### src/rtl/cv32e40p_rf_recovery_pkg.sv
// Shared types and elaboration-time helpers for the register-file recovery sequencer.
package cv32e40p_rf_recovery_pkg;

  typedef enum logic [2:0] {
    IDLE    = 3'd0,
    HALT    = 3'd1,
    RESTORE = 3'd2,
    DRAIN   = 3'd3,
    DONE    = 3'd4
  } rf_rec_state_e;

  // Integer ceiling division, used to size the group count.
  function automatic int ceil_div(input int a, input int b);
    return (a + b - 1) / b;
  endfunction

  // Smallest width (at least 1) able to encode values 0..v-1.
  function automatic int clog2_min1(input int v);
    int w;
    w = 1;
    while ((w < 31) && ((1 << w) < v)) begin
      w++;
    end
    return w;
  endfunction

endpackage

### src/rtl/cv32e40p_rf_recovery_ctrl.sv
// Register-file recovery sequencer: halts the core, then streams the backup
// shadow into the RF write ports, NUM_WPORTS entries per cycle, through a
// one-stage lane pipeline that lines addresses up with the backup read data.
module cv32e40p_rf_recovery_ctrl
  import cv32e40p_rf_recovery_pkg::*;
#(
  parameter int NUM_WPORTS   = 2,
  parameter int NUM_REGS     = 32,
  parameter int ADDR_WIDTH   = 6,
  parameter int DATA_WIDTH   = 32,
  parameter int SKIP_X0      = 1,
  parameter int HALT_TIMEOUT = 255
) (
  input  logic                             clk_i,
  input  logic                             rst_ni,
  input  logic                             start_i,
  input  logic                             core_halted_i,
  output logic                             halt_req_o,
  output logic                             recover_o,
  output logic                             bkp_freeze_o,
  output logic [NUM_WPORTS*ADDR_WIDTH-1:0] bkp_raddr_o,
  input  logic [NUM_WPORTS*DATA_WIDTH-1:0] bkp_rdata_i,
  output logic [NUM_WPORTS-1:0]            rf_we_o,
  output logic [NUM_WPORTS*ADDR_WIDTH-1:0] rf_waddr_o,
  output logic [NUM_WPORTS*DATA_WIDTH-1:0] rf_wdata_o,
  output logic                             busy_o,
  output logic                             done_o,
  output logic                             error_o
);

  localparam int NUM_GROUPS = ceil_div(NUM_REGS, NUM_WPORTS);
  localparam int GRP_W      = clog2_min1(NUM_GROUPS + 1);
  localparam int TMR_W      = clog2_min1(HALT_TIMEOUT + 1);

  localparam logic [GRP_W-1:0] LAST_GRP = GRP_W'(NUM_GROUPS - 1);
  // Timer value of the final HALT cycle; meaningless when the timeout is off.
  localparam logic [TMR_W-1:0] TMR_LAST = TMR_W'((HALT_TIMEOUT > 0) ? HALT_TIMEOUT - 1 : 0);

  // Reject configurations the lane logic cannot address.
  if ((NUM_WPORTS < 1) || (NUM_WPORTS > 4) || (NUM_REGS < 1) ||
      (NUM_REGS > 2**ADDR_WIDTH)) begin : g_param_check
    $error("cv32e40p_rf_recovery_ctrl: NUM_WPORTS must be 1..4 and NUM_REGS <= 2**ADDR_WIDTH");
  end

  rf_rec_state_e    r_state;
  rf_rec_state_e    w_state_next;
  logic [GRP_W-1:0] r_group;
  logic [GRP_W-1:0] w_group_next;
  logic [TMR_W-1:0] r_timer;
  logic [TMR_W-1:0] w_timer_next;
  logic             r_error;
  logic             w_error_next;
  logic             w_restore;
  logic             w_timeout;

  logic [NUM_WPORTS-1:0]            w_lane_valid;
  logic [NUM_WPORTS*ADDR_WIDTH-1:0] w_lane_addr;

  assign w_restore = (r_state == RESTORE);
  assign w_timeout = (HALT_TIMEOUT > 0) && (r_timer == TMR_LAST);

  // Next-state, group counter, halt timer and sticky error.
  always_comb begin
    w_state_next = r_state;
    w_group_next = r_group;
    w_timer_next = r_timer;
    w_error_next = r_error;
    case (r_state)
      IDLE: begin
        if (start_i) begin
          w_state_next = HALT;
          w_timer_next = '0;
          w_error_next = 1'b0;
        end
      end
      HALT: begin
        // An ack in the final timeout cycle still wins over the timeout.
        if (core_halted_i) begin
          w_state_next = RESTORE;
          w_group_next = '0;
        end else if (w_timeout) begin
          w_state_next = IDLE;
          w_error_next = 1'b1;
        end else if (r_timer != {TMR_W{1'b1}}) begin
          w_timer_next = r_timer + 1'b1;
        end
      end
      RESTORE: begin
        if (r_group == LAST_GRP) begin
          w_state_next = DRAIN;
          w_group_next = '0;
        end else begin
          w_group_next = r_group + 1'b1;
        end
      end
      DRAIN:   w_state_next = DONE;
      DONE:    w_state_next = IDLE;
      default: w_state_next = IDLE;
    endcase
  end

  // Control state registers.
  always_ff @(posedge clk_i or negedge rst_ni) begin
    if (!rst_ni) begin
      r_state <= IDLE;
      r_group <= '0;
      r_timer <= '0;
      r_error <= 1'b0;
    end else begin
      r_state <= w_state_next;
      r_group <= w_group_next;
      r_timer <= w_timer_next;
      r_error <= w_error_next;
    end
  end

  // One read/write lane per RF write port.
  for (genvar gi = 0; gi < NUM_WPORTS; gi++) begin : g_lane
    logic [31:0]           w_idx;
    logic                  w_in_range;
    logic                  r_lane_valid;
    logic [ADDR_WIDTH-1:0] r_lane_addr;

    assign w_idx      = 32'(r_group) * 32'(NUM_WPORTS) + 32'(gi);
    assign w_in_range = (w_idx < 32'(NUM_REGS));

    // Lanes past the end of the RF read the last entry so the backup
    // address stays legal; their write enable is suppressed anyway.
    assign w_lane_valid[gi] = w_restore && w_in_range &&
                              !((SKIP_X0 != 0) && (w_idx == 32'd0));
    assign w_lane_addr[gi*ADDR_WIDTH +: ADDR_WIDTH] =
        !w_restore ? '0 :
        w_in_range ? w_idx[ADDR_WIDTH-1:0] : ADDR_WIDTH'(NUM_REGS - 1);

    // Delay valid/address one cycle to meet the backup read latency.
    always_ff @(posedge clk_i or negedge rst_ni) begin
      if (!rst_ni) begin
        r_lane_valid <= 1'b0;
        r_lane_addr  <= '0;
      end else begin
        r_lane_valid <= w_lane_valid[gi];
        r_lane_addr  <= w_lane_addr[gi*ADDR_WIDTH +: ADDR_WIDTH];
      end
    end

    assign rf_we_o[gi]                              = r_lane_valid;
    assign rf_waddr_o[gi*ADDR_WIDTH +: ADDR_WIDTH]  = r_lane_addr;
  end

  assign bkp_raddr_o  = w_lane_addr;
  assign rf_wdata_o   = bkp_rdata_i;
  assign busy_o       = (r_state != IDLE);
  assign halt_req_o   = (r_state != IDLE);
  assign bkp_freeze_o = (r_state != IDLE);
  assign recover_o    = (r_state == RESTORE) || (r_state == DRAIN);
  assign done_o       = (r_state == DONE);
  assign error_o      = r_error;

endmodule

### config.mk
export PLATFORM = sky130hd
export DESIGN_NAME = cv32e40p_rf_recovery_ctrl
export DESIGN_NICKNAME = d
export VERILOG_FILES = /design/src/rtl/cv32e40p_rf_recovery_pkg.sv /design/src/rtl/cv32e40p_rf_recovery_ctrl.sv
export SDC_FILE = /design/constraint.sdc
export NUM_CORES = 1
export LEC_CHECK = 0
export CORE_UTILIZATION = 28
export DETAILED_ROUTE_END_ITERATION = 10
export GPL_ROUTABILITY_DRIVEN = 0
export GPL_TIMING_DRIVEN = 0
export PLACE_DENSITY_LB_ADDON = 0.25
export SKIP_CTS_REPAIR_TIMING = 1
export SYNTH_ARGS = -nofsm -noshare
export SYNTH_HDL_FRONTEND = slang
export SYNTH_SLANG_ARGS = --single-unit
export TNS_END_PERCENT = 1
### constraint.sdc
create_clock -name clk_i -period 1.8 [get_ports clk_i]
set_input_delay 0.36 -clock clk_i [delete_from_list [all_inputs] [get_ports clk_i]]
set_output_delay 0.36 -clock clk_i [all_outputs]
set_load 0.01 [all_outputs]
==> results of run 1 <==
-- state kept, by name, indices dropped and copies added, names as in the netlist --
| register | flops |
|---|---|
| g_lane.r_lane_addr | 6 |
| g_lane.r_lane_valid | 2 |
| r_state | 3 |
| r_timer | 8 |
| error_o | 1 |
| r_group | 5 |
-- cell usage after synthesis, drive strengths merged (2+ instances only) --
master	n
nor2	16
dfrtp	25
a21oi	4
mux2i	2
nor2b	2
o211ai	2
and2	2
o21ai	7
and3	2
a22o	2
o21a	3
nand4	3
inv	6
buf	83
nand3	12
and4	2
ha	4
nand2	8
-- metal layers --
metal  share of wire  wire length, microns  vias up
met5               0                     0        -
met4           0.013                    54        0
met3           0.083                   348        4
met2            0.50                  2120       87
met1            0.40                  1700      713
li1                -                     -      803
-- cell usage in the layout (no fill, tap or decap), types with 3 or more instances in the layout --
master / count
ha_1: 4
dlymetal6s2s_1: 4
nand4_1: 3
conb_1: 4
o21ai_0: 6
nand2_1: 7
nor2_1: 11
nand3_1: 12
a21oi_1: 4
o21a_1: 3
dfrtp_1: 22
inv_1: 5
buf_4: 89
dfrtp_2: 3
clkbuf_8: 3
nor2_4: 5
clkdlybuf4s50_1: 81
buf_2: 4
-- cell type report --
| type | count | share of cell area |
|---|---|---|
| Buffer | 84 | 0.211 |
| Tap cell | 77 | 0.0323 |
| Sequential cell | 25 | 0.211 |
| Inverter | 6 | 0.00838 |
| Clock inverter | 1 | 0.00251 |
| Clock buffer | 3 | 0.0138 |
| Multi-Input combinational cell | 91 | 0.205 |
| Timing Repair Buffer | 97 | 0.316 |
-- kinds of logic after synthesis --
family                     Yosys count  share of synthesized area
AOI/OAI and AO/OA                   25                     0.0937
xor gates and xnor gates             1                    0.00479
adders and majority gates            4                     0.0273
buffers and inverters               90                      0.353
DFF                                 25                      0.342
muxes                                2                     0.0109
other                                1                    0.00205
and+or+nand+nor                     55                      0.166
-- stage by stage --
stage          setup WS (ps)  setup TNS, ps
2_1_floorplan           53.8              0
3_3_place_gp            -449          -4290
3_5_place_dp            -449          -4460
4_1_cts                 -753          -8470
5_1_grt                 -297          -2220
6_report                -225          -1110
-- worst min path at each step --
stage          cells after the start  startpoint  slack [ps]  endpoint
6_report                           1     error_o         520   error_o
5_1_grt                            1     error_o         550   error_o
4_1_cts                            1     error_o         520   error_o
3_5_place_dp                       1     error_o         500   error_o
3_3_place_gp                       1     error_o         500   error_o
2_1_floorplan                      0      rst_ni          60   error_o
-- worst max-delay path: stages, from the launching register on --
cell             delay, ps
dfrtp_2                410
buf_4                  160
nor2_4                 150
nand2_2                 80
buf_4                  130
clkdlybuf4s50_1        470
-- where the power goes --
| group | switching (mW) | leakage (nW) | total [mW] | internal (mW) |
|---|---|---|---|---|
| logic | 0.652 | 1.11 | 1.45 | 0.795 |
| clock network | 0.176 | 0.0217 | 0.332 | 0.156 |
| registers | 0.143 | 0.333 | 0.847 | 0.705 |
==> impl_metrics.ini, run 1 <==
[logic_synthesis]
ys_types = 40
postSynthRegisterBits = 25
synth-main-ff-cell = dfrtp_1
yosys.area.top_type = dfrtp_1
postSynthCellCount = 203
avgSynthCellArea_sq_um = 9.02
post_synth_top_area_share = 0.342
netlist_area_sq_um = 1830
yosysSeqAreaShare = 0.342
synth_top_cells_by_area = dfrtp_1 34%, buf_4 34%, nand3_1 3.3%
ys_warn_count = 0
async_reset_ff_frac = 1.00
number_of_enable_flip_flop_cells_after_synthesis = 0

[pwr]
power_leakage_nw = 1.46
power_density_nw_per_um2 = 879
ir_worst_vdd_v = 0.000438
fin_total_pwr_mw = 2.63

[sta]
fin_worst_skew_ps = 4.41
worstMarginPinSlew_ps = 1110
final-max-slew-violation-count = 0
post-route-worst-setup-slack_ps = -225
final_worst_hold_slack_ps = 521
fmax_mhz = 494
rsz0062_at_grt = yes
min_period_ps = 2030
slew_headroom = 0.261
timing_hold_violations_final = 0
timing.final.setup_violations = 13
finalCritPeriodShare = 1.13

[floorplanning]
die-width_microns = 82.9
floorplan.die_area_sq_um = 6860
initial_core_utilization = 0.290
fp.coreArea_sq_um = 6310
io-pin-count = 164
row_count = 29
height_of_the_chip_microns = 82.9

[cts]
cts_inserted_buffers = 3
buffer_depth_of_the_longest_clock_path = 2
worstSkewPairLatency_ps = 260
cts_tree = done
number_of_sinks_handled_by_clock_tree_synthesis = 25
cts.clk_slew.worst_paths_ps = 90
cts_max_level = 1
cts-root-buf = clkbuf_8

[min_path]
min_path_type = reg -> reg

[setup_path]
crit_path_end_kind = output port
crit_path_start = r_state[2]
worstReg2RegStart = r_timer[0]
reg2reg_slack_ps = -60
worst_ep_required_time_ps = 1440
setup.worst_path.class = reg -> out
cp.arrival_ps = 1670
capturing_instance_or_port_of_the_critical_path = busy_o
crit_path_max_fanout = 5
timing.rr.end = r_timer[3]
rr_worst_depth = 5
worst_setup_path_start_kind = flop

[layout]
multi_input_area_sq_um = 612
antenna_cells_inserted = 0
filler_cell_count = 611
final_net_count = 380
final_cells = 384
seq_area_sq_um = 629
layout-drive-gt1-share = 0.381
area_growth_syn_to_layout_pct = 63.2
final_util = 0.473
design_area_sq_um = 2990

[global_route]
met1_usage = 0.135
grt_most_used_layer = met2
globalRouteMet3Util = 0.0278
grtUsageTotal = 0.114
grt_max_degree = 26
grt_antenna_before_repair = 0
grt_first_pass_wirelength_microns = 6570
first_global_vias = 1484
grt_remaining_overflow = 0
met2_usage = 0.201

[placement]
dpl.hpwl_microns = 3450
dpl_cell_area_sq_um = 2890
place.port_buffers = 95
placed_cells_incl_taps = 378

[route]
drc = 0
drt-wirelength-per-cell_microns = 11.0
drt_first_iter_violations = 67
drt_first_pass_iters = 4
remaining_antenna_violation_count_after_routing = 0
detailroute.via_count = 1607
routed_wirelength_microns = 4220
post_drt_via_cell_ratio = 4.18

[flow_run]
drv.max_cap_violation_count = 0

[outcome]
violations = negative setup slack
run_status = finished, violations left
No activity file was read; power rests on OpenSTA's default activity.
==> run 2, diff against run 1 <==
- GPL_TIMING_DRIVEN: 0 -> not set
==> impl_metrics.ini, run 2 (synthesis gave the netlist of run 1 again) <==
[layout]
mostFrequentLayoutCell = dfrtp_1
biggestRegsByFlops = r_timer (8), g_lane.r_lane_addr (6), r_group (5)
antenna_cells_inserted = 0
area_growth_syn_to_layout_pct = -0.547
filler_cell_count = 676
final_cells = 254
final_net_count = 250
layout-drive-gt1-share = 0.282
max_ffs_per_register = 8
layout.cells.most_common_list = 24 x dfrtp_1, 20 x buf_4, 16 x clkdlybuf4s50_1
largest_register = r_timer

[route]
detailroute.via_count = 1167
drt-wirelength-per-cell_microns = 14.6
drc = 0
remaining_antenna_violation_count_after_routing = 0
drt_first_pass_iters = 4
drt_first_iter_violations = 58
post_drt_via_cell_ratio = 4.59
routed_wirelength_microns = 3720

[pwr]
power_density_nw_per_um2 = 1300
power_leakage_nw = 0.890
ir_worst_vdd_v = 0.000569
fin_total_pwr_mw = 2.36

[outcome]
run_status = finished, violations left
violations = negative setup slack

[sta]
rsz0062_at_grt = yes
timing_hold_violations_final = 0
final-max-slew-violation-count = 0
fmax_mhz = 522
setup_tns_ps = -537
final_worst_hold_slack_ps = 433
min_period_ps = 1920
fin_worst_skew_ps = 4.39
post-route-worst-setup-slack_ps = -116
finalCritPeriodShare = 1.06
timing.final.setup_violations = 6

[setup_path]
setup.worst_path.class = reg -> out
crit_path_end_kind = output port
crit_path_start = r_state[0]
crit_path_max_fanout = 4
critical-path-max-stage-delay_ps = 440
worstReg2RegStart = r_timer[0]
cp.arrival_ps = 1560
worst_ep_required_time_ps = 1440
cell_by_cell_trace_of_the_critical_path = or3b_4 > buf_4 > inv_2 > and2_1 > clkbuf_2
timing.critical_path.slowest_stage_cell = or3b_4
worst_setup_path_start_kind = flop

[floorplanning]
row_count = 29
fp.coreArea_sq_um = 6310
floorplan.die_area_sq_um = 6860
initial_core_utilization = 0.290
height_of_the_chip_microns = 82.9
io-pin-count = 164
die-width_microns = 82.9

[cts]
worstSkewPairLatency_ps = 280
cts_tree = done
cts.clk_slew.worst_paths_ps = 100
buffer_depth_of_the_longest_clock_path = 2
cts_inserted_buffers = 3
cts-root-buf = clkbuf_8
cts_max_level = 1
number_of_sinks_handled_by_clock_tree_synthesis = 25

[flow_run]
drv.max_cap_violation_count = 0

[global_route]
grtUsageTotal = 0.106
grt_antenna_before_repair = 0
grt_max_degree = 26
grt_first_pass_wirelength_microns = 5860
first_global_vias = 1109
grt_remaining_overflow = 0

[placement]
place.port_buffers = 31
placed_cells_incl_taps = 248
dpl.hpwl_microns = 2800

[min_path]
min_path_type = in -> async
[run 2: layer usage]
| layer | vias to the layer above | GRT usage | share of wire |
|---|---|---|---|
| met1 | 537 | 0.132 | 0.42 |
| met2 | 67 | 0.158 | 0.45 |
| met5 | - | 0 | 0 |
| li1 | 542 | - | - |
| met3 | 21 | 0.0308 | 0.086 |
| met4 | 0 | 0.0721 | 0.038 |
[run 2: path summary, 6_finish.rpt]
check                            endpoint  slack, ps  cells past startpoint
hold / removal                 r_timer[1]        430                      2
hold reg to reg                   error_o        530                      1
setup reg to reg               r_timer[3]         50                      5
max in group asynchronous      r_timer[0]       1110                      2
min in group clk_i                error_o        530                      1
setup / recovery           bkp_raddr_o[0]       -120                      5
[run 2: through the flow]
stage                     worst slack [ps]  area (sq um)   util
after floorplan                       53.8          1840      -
after global placement                -218          1760  0.279
after detailed placement              -250          1760  0.279
after CTS                             -573          1810  0.287
after global routing                  -191          1820  0.288
final                                 -116          1820  0.288
[run 2: final cells by class]
cell class,instances,area [sq um],area share
Clock buffer,3,41.3,0.0227
Multi-Input combinational cell,91,602,0.331
Inverter,6,22.5,0.0124
Timing Repair Buffer,51,423,0.232
Clock inverter,1,8.76,0.00481
Tap cell,77,96.3,0.0529
Sequential cell,25,627,0.344
[run 2: where the power goes]
part	switching, mW	total, mW	leakage, nW	internal, mW
Combinational	0.601	1.18	0.527	0.581
Clock	0.202	0.365	0.0261	0.163
Sequential	0.114	0.815	0.336	0.702
[run 2: critical path: cells and delay by family, from the launching register on]
kind | cells | cell delay, ps
buf+inv | 3 | 320
flops | 1 | 390
simple gates | 2 | 570
==> run 3, diff against run 2 <==
- CTS_CLUSTER_SIZE: not set -> 16
==> results of run 3 <==
Final layout, timing and power as in run 2 (identical DEF).
